===== src/rtl/cpu6_timer.sv =====
// cpu6_timer: memory-mapped RISC-V machine timer (64-bit mtime/mtimecmp) with a level interrupt.
// Define CPU6_TMR_PRESCALE_EN to add the 8-bit tick prescaler controlled by CTRL[15:8].
module cpu6_timer #(
    parameter logic [31:0] BASE_ADDR = 32'h0200_0000
) (
    input  logic        clk,
    input  logic        reset,
    input  logic        memwriteM,
    input  logic [31:0] dataaddr,
    input  logic [31:0] writedata,
    output logic [31:0] readdata,
    input  logic        csr_mtie_r,
    output logic        tmr_irq_r
);

    localparam logic [2:0] OFF_MTIME_LO = 3'd0;
    localparam logic [2:0] OFF_MTIME_HI = 3'd1;
    localparam logic [2:0] OFF_CMP_LO   = 3'd2;
    localparam logic [2:0] OFF_CMP_HI   = 3'd3;
    localparam logic [2:0] OFF_CTRL     = 3'd4;

    logic        sel;
    logic        wr;
    logic        wr_ctrl;
    logic [2:0]  word;
    logic        tick;
    logic [31:0] ctrl_rd;
    logic        unused_addr_bits;

    logic [63:0] mtime_q, mtime_d;
    logic [63:0] mtimecmp_q, mtimecmp_d;
    logic        en_q, en_d;
    logic        irq_q, irq_d;

    assign sel              = (dataaddr[31:5] == BASE_ADDR[31:5]);
    assign wr               = memwriteM & sel;
    assign word             = dataaddr[4:2];
    assign wr_ctrl          = wr && (word == OFF_CTRL);
    assign unused_addr_bits = ^dataaddr[1:0];

`ifdef CPU6_TMR_PRESCALE_EN
    logic [7:0] presc_q, presc_d;
    logic [7:0] pc_q, pc_d;

    // Tick fires when the counter reaches PRESC; the counter restarts on any CTRL write or while disabled.
    assign tick = en_q && (pc_q == presc_q);

    always_comb begin
        presc_d = presc_q;
        pc_d    = pc_q;
        if (wr_ctrl) begin
            presc_d = writedata[15:8];
            pc_d    = 8'd0;
        end else if (!en_q || tick) begin
            pc_d = 8'd0;
        end else begin
            pc_d = pc_q + 8'd1;
        end
    end

    always_ff @(posedge clk or negedge reset) begin
        if (!reset) begin
            presc_q <= 8'd0;
            pc_q    <= 8'd0;
        end else begin
            presc_q <= presc_d;
            pc_q    <= pc_d;
        end
    end

    assign ctrl_rd = {16'h0000, presc_q, 7'd0, en_q};
`else
    assign tick    = en_q;
    assign ctrl_rd = {31'd0, en_q};
`endif

    // A store to either mtime half takes priority over the increment in the same cycle.
    always_comb begin
        mtime_d    = mtime_q;
        mtimecmp_d = mtimecmp_q;
        en_d       = en_q;
        if (wr && (word == OFF_MTIME_LO)) begin
            mtime_d = {mtime_q[63:32], writedata};
        end else if (wr && (word == OFF_MTIME_HI)) begin
            mtime_d = {writedata, mtime_q[31:0]};
        end else if (tick) begin
            mtime_d = mtime_q + 64'd1;
        end
        if (wr && (word == OFF_CMP_LO)) begin
            mtimecmp_d = {mtimecmp_q[63:32], writedata};
        end
        if (wr && (word == OFF_CMP_HI)) begin
            mtimecmp_d = {writedata, mtimecmp_q[31:0]};
        end
        if (wr_ctrl) begin
            en_d = writedata[0];
        end
    end

    assign irq_d = (mtime_q >= mtimecmp_q) & csr_mtie_r;

    always_ff @(posedge clk or negedge reset) begin
        if (!reset) begin
            mtime_q    <= 64'd0;
            mtimecmp_q <= 64'hFFFF_FFFF_FFFF_FFFF;
            en_q       <= 1'b0;
            irq_q      <= 1'b0;
        end else begin
            mtime_q    <= mtime_d;
            mtimecmp_q <= mtimecmp_d;
            en_q       <= en_d;
            irq_q      <= irq_d;
        end
    end

    assign tmr_irq_r = irq_q;

    // Combinational read so the core captures the value in the access cycle.
    always_comb begin
        readdata = 32'd0;
        if (sel) begin
            case (word)
                OFF_MTIME_LO: readdata = mtime_q[31:0];
                OFF_MTIME_HI: readdata = mtime_q[63:32];
                OFF_CMP_LO:   readdata = mtimecmp_q[31:0];
                OFF_CMP_HI:   readdata = mtimecmp_q[63:32];
                OFF_CTRL:     readdata = ctrl_rd;
                default:      readdata = 32'd0;
            endcase
        end
    end

endmodule

===== config.mk =====
export PLATFORM = sky130hd
export DESIGN_NAME = cpu6_timer
export DESIGN_NICKNAME = d
export VERILOG_FILES = /design/src/rtl/cpu6_timer.sv
export SDC_FILE = /design/constraint.sdc
export NUM_CORES = 1
export LEC_CHECK = 0
export ABC_AREA = 1
export CAP_MARGIN = 0
export CORE_ASPECT_RATIO = 2
export CORE_UTILIZATION = 54
export DETAILED_ROUTE_END_ITERATION = 10
export GPL_ROUTABILITY_DRIVEN = 0
export GPL_TIMING_DRIVEN = 0
export PLACE_DENSITY = 0.78
export SYNTH_ARGS = -nofsm -noshare
export SYNTH_HDL_FRONTEND = slang
export SYNTH_SLANG_ARGS = --single-unit
export TNS_END_PERCENT = 50

===== constraint.sdc =====
create_clock -name clk -period 1.7 [get_ports clk]
set_clock_uncertainty 0.05 [all_clocks]
set_input_delay 0.34 -clock clk [delete_from_list [all_inputs] [get_ports clk]]
set_output_delay 0.34 -clock clk [all_outputs]
set_load 0.01 [all_outputs]

==> flow_summary.json, run 1 <==
{
  "yosys.area_share.simple_pct": 38.3,
  "clk_path_buf_depth": 2,
  "netlist_instances": 1693,
  "syn_nets": 1826,
  "yosysWarnings": 0,
  "die_w_um": 102,
  "status": "aborted with a tool error",
  "track_usage_pct": 64.8,
  "async_reset_ff_share_pct": 100,
  "worst-ep-kind": "top-level output",
  "ys_ff_latch": 130,
  "synth-seq-area-share_pct": 31.0,
  "htreeDepth": 4,
  "grt_max_degree": 68,
  "synth_edf_count": 0,
  "haltStage": "global routing (5_1_grt)",
  "rows": 72,
  "postPlaceCellArea_um2": 12200,
  "grt.overflow.total": 126,
  "dp_hpwl_mm": 31.4,
  "avgSynthCellArea_um2": 6.36,
  "io_pins": 101,
  "synth_top_cell_by_area": "nand2_1",
  "synthXorXnorAreaFrac_pct": 2.44,
  "port_buffers": 97,
  "cts-root-buf": "clkbuf_16",
  "synthTopCellsByArea": "nand2_1, dfstp_2, dfrtp_1",
  "synth_most_common_cell": "nand2_1",
  "muxShareOfSynthArea_pct": 0,
  "tool.error": "[ERROR GRT-0232] Routing congestion too high. Check the congestion heatmap in the GUI.",
  "synth_top_family_by_area": "simple AND/OR/NAND/NOR gates",
  "synth.cell_area_um2": 10800,
  "die_y_um": 202,
  "synthDominantCellAreaShare_pct": 22.9,
  "clock_sinks": 130,
  "yosys.area_share.adder_pct": 7.56,
  "ys_top_cells_by_count": "nand2_1, nor2_1, inv_1, a21oi_1, nand3_1",
  "synth-compound-area-share_pct": 11.0,
  "start_util_pct": 55.3,
  "grt_repair_worst_endpoint": "readdata[2]",
  "yosysUniqueCellTypes": 41,
  "numCtsBuffers": 17,
  "synth_ff_type": "dfrtp_1"
}
per-layer routing:
| layer | overflow | GRT usage (%) |
|---|---|---|
| met4 | 46 | 66.0 |
| met1 | 0 | 65.2 |
| met2 | 77 | 84.8 |
| met3 | 3 | 42.1 |
| met5 | 0 | 7.69 |
per-stage QoR:
step,setup slack (ns),std cells
CTS,-0.456,2181
detailed placement,-1.63,2050
global placement,-4.96,2049
floorplan,-0.00380,1693
logic make-up after synthesis:
group                    count (synthesis)
flip-flops                             130
adder cells (fa/ha/maj)                 65
buffers and inverters                  245
XOR/XNOR                                30
AO/OA/AOI/OAI                          208
AND/OR/NAND/NOR                       1015
timing repair:
item,in CTS
setup buffers,94
hold endpoints to repair,21
resized for setup,600
setup endpoints to repair,162
pin swaps,83
hold buffers,1
cloned,8
==> run 2, diff against run 1 <==
--- a/config.mk
+++ b/config.mk
@@ -7,12 +7,11 @@
 export LEC_CHECK = 0
 export ABC_AREA = 1
 export CAP_MARGIN = 0
-export CORE_ASPECT_RATIO = 2
-export CORE_UTILIZATION = 54
+export CORE_UTILIZATION = 40
 export DETAILED_ROUTE_END_ITERATION = 10
 export GPL_ROUTABILITY_DRIVEN = 0
 export GPL_TIMING_DRIVEN = 0
-export PLACE_DENSITY = 0.78
+export PLACE_DENSITY_LB_ADDON = 0.15
 export SYNTH_ARGS = -nofsm -noshare
 export SYNTH_HDL_FRONTEND = slang
 export SYNTH_SLANG_ARGS = --single-unit
==> constraint.sdc (replaced) <==
create_clock -name clk -period 2.2 [get_ports clk]
set_clock_uncertainty 0.05 [all_clocks]
set_input_delay 0.44 -clock clk [delete_from_list [all_inputs] [get_ports clk]]
set_output_delay 0.44 -clock clk [all_outputs]
set_load 0.01 [all_outputs]
==> run 2 against run 1 <==
Area after synthesis did not move. The flow now finishes, with violations (DRC, setup timing). Synthesized cell count stayed put.
==> flow_summary.json, run 2 <==
{
  "reg_top3": "mtime_q (64), mtimecmp_q (64)",
  "die_y_um": 166,
  "start_util_pct": 41.1,
  "finalSetupViolCount": 34,
  "drv_slew": 0,
  "synthTopCellsByArea": "nand2_1, dfstp_2, dfrtp_1",
  "core_um2": 26200,
  "ys_ff_latch": 130,
  "power_density_nw_per_um2": 439,
  "wl_per_cell_um": 19.1,
  "synthXorXnorAreaFrac_pct": 2.44,
  "yosysUniqueCellTypes": 41,
  "critPathRequiredTime_ns": 1.71,
  "ys_top_cells_by_count": "nand2_1, nor2_1, inv_1, a21oi_1, nand3_1",
  "ir_drop_v": 0.000470,
  "drcViolationCount": 5,
  "p_total_mw": 6.07,
  "cts_tree": "yes",
  "final_cell_area_um2": 13800,
  "cp-start-kind": "input port",
  "endpoint_kind": "output port",
  "async_reset_ff_share_pct": 100,
  "viasPerCell": 5.38,
  "grt_max_degree": 67,
  "cts-root-buf": "clkbuf_16",
  "port_buffers": 97,
  "wl_mm": 42.2,
  "nFillCells": 2610,
  "track_usage_pct": 30.2,
  "grt.met2_usage_pct": 49.3,
  "netlist_instances": 1693,
  "syn_nets": 1826,
  "crit_path_cell_trace": "buf_6 -> or2_4 -> nor2_4 -> nand3b_4 -> nor2_4 -> o21ai_4 -> buf_6 -> a41oi_2 -> buf_2",
  "synth_top_family_by_area": "simple AND/OR/NAND/NOR gates",
  "relSlewSlack_pct": 49.5,
  "rsz0062_at_grt": "true",
  "grt.overflow.total": 0,
  "maxCapViolCount": 0,
  "antenna_cells": 0,
  "avgSynthCellArea_um2": 6.36,
  "synth_ff_type": "dfrtp_1",
  "syn_to_final_growth_pct": 28.5,
  "crit_path_max_fanout": 8,
  "insertion_delay_ns": 0.44,
  "synth_top_cell_by_area": "nand2_1",
  "grt_pass1_wl_mm": 63.8,
  "use_met3_pct": 5.08,
  "synth-seq-area-share_pct": 31.0,
  "fin_crit_sh_pct": 106,
  "worst_setup_hold_path_clk_slew_ns": 0.06,
  "die_w_um": 166,
  "synth_edf_count": 0,
  "postPlaceCellArea_um2": 12200,
  "max_stage_delay_ns": 0.24,
  "die_area_um2": 27600,
  "min_path_type": "in -> reg",
  "antenna_found_initial": 0,
  "met1_usage_pct": 40.1,
  "clock_sinks": 130,
  "numCtsBuffers": 17,
  "fin_nets": 2000,
  "crit_arrival_ns": 1.84,
  "drive_gt1_share_pct": 21.3,
  "dp_hpwl_mm": 31.6,
  "synthDominantCellAreaShare_pct": 22.9,
  "yosys.area_share.adder_pct": 7.56,
  "timing.fmax_ghz": 0.429,
  "reg2reg_from": "mtimecmp_q[43]$_DFFE_PN1P_",
  "synth.cell_area_um2": 10800,
  "yosysWarnings": 0,
  "muxShareOfSynthArea_pct": 0,
  "layout_commonest_cell": "nand2_1",
  "violations": "DRC, setup timing",
  "yosys.area_share.simple_pct": 38.3,
  "clk_path_buf_depth": 2,
  "vias": 11900,
  "busiest_layer": "met2",
  "hold_violations": 0,
  "status": "finished with violations",
  "cp-startpoint": "dataaddr[29]",
  "crit_type": "in -> out",
  "rows": 59,
  "drtIter0Drc": 1207,
  "cpMaxStageDelayCell": "or2_4",
  "hp-start": "dataaddr[4]",
  "period_minus_slack_ns": 2.33,
  "synth_most_common_cell": "nand2_1",
  "final_antenna_net_count": 0,
  "synth-compound-area-share_pct": 11.0,
  "setup_ws_ns": -0.132,
  "p_leak_nw": 6.42,
  "layout.cells.most_common_list": "nand2_1, nor2_1, inv_1, nand3_1",
  "dr.pass1.iters": 11,
  "htreeDepth": 4,
  "io_pins": 101,
  "worst_pin_slew_ns": 0.751,
  "grt_pass1_vias": 11300
}
run 2: what timing repair did:
action                                  in CTS  in global routing
hold endpoints to repair                     2                  0
endpoints found under the setup margin      72                 85
setup buffers                               44                  8
resized for setup                          340                 95
gates cloned                                 2                  3
pin swaps                                   25                 16
hold buffers                                 1                  0
run 2: cell type report:
type	instances	area, um2	area share (%)
flip-flops and latches	130	3350	24.2
clock inverters	14	211	1.53
inverters	195	747	5.40
plain buffers	49	531	3.84
multi-input cells	1318	6840	49.4
repair buffers	156	1310	9.46
clock buffers	18	429	3.10
well taps	335	419	3.03
run 2: worst paths after layout:
check | depth (start not counted) | slack [ns] | to
max in group asynchronous | 3 | 0.76 | mtimecmp_q[43]$_DFFE_PN1P_
setup / recovery | 9 | -0.13 | readdata[27]
min in group asynchronous | 2 | 0.54 | mtime_q[27]$_DFFE_PN0P_
hold reg to reg | 2 | 0.42 | mtimecmp_q[46]$_DFFE_PN1P_
hold / removal | 5 | 0.42 | en_q$_DFFE_PN0P_
setup reg to reg | 8 | -0.12 | tmr_irq_r$_DFF_PN0_
run 2: worst max-delay path: cells and delay by family:
kind / cells / cell delay [ns]
buffers and inverters: 3 / 0.44
AND/OR/NAND/NOR: 4 / 0.58
AO/OA/AOI/OAI: 2 / 0.37
run 2: cell families (layout without fill, tap and decap cells):
| logic type | count (synthesis) | after routing |
|---|---|---|
| AND/OR/NAND/NOR | 1015 | 1015 |
| buffers and inverters | 245 | 432 |
| AO/OA/AOI/OAI | 208 | 208 |
| flip-flops | 130 | 130 |
| adder cells (fa/ha/maj) | 65 | 65 |
| XOR/XNOR | 30 | 30 |
run 2: stage by stage:
step | setup TNS [ns] | setup WS, ns | instances | hold WS (ns) | util (%)
finish | -3.53 | -0.132 | 2215 | 0.419 | 52.8
global route | -5.06 | -0.175 | 2215 | 0.445 | 52.8
CTS | -1.20 | -0.0754 | 2204 | 0.404 | 51.3
detailed placement | -92.41 | -1.43 | 2126 | 0.416 | 46.5
global placement | -605.65 | -4.82 | 2125 | 0.411 | 46.4
floorplan | 0 | 0.188 | 1693 | 0.0944 | -
run 2: metal layers:
layer,vias up,wire length (um)
met4,0,1720
met2,529,19200
li1,5720,-
met5,-,0
met3,103,3290
met1,5574,18000
run 2: report_power, final:
group / internal, mW / total (mW) / switching, mW
clock: 2.01 / 3.23 / 1.22
sequential: 2.40 / 2.40 / 0.000326
combinational: 0.188 / 0.444 / 0.256
No activity file was read; power rests on OpenSTA's default activity.
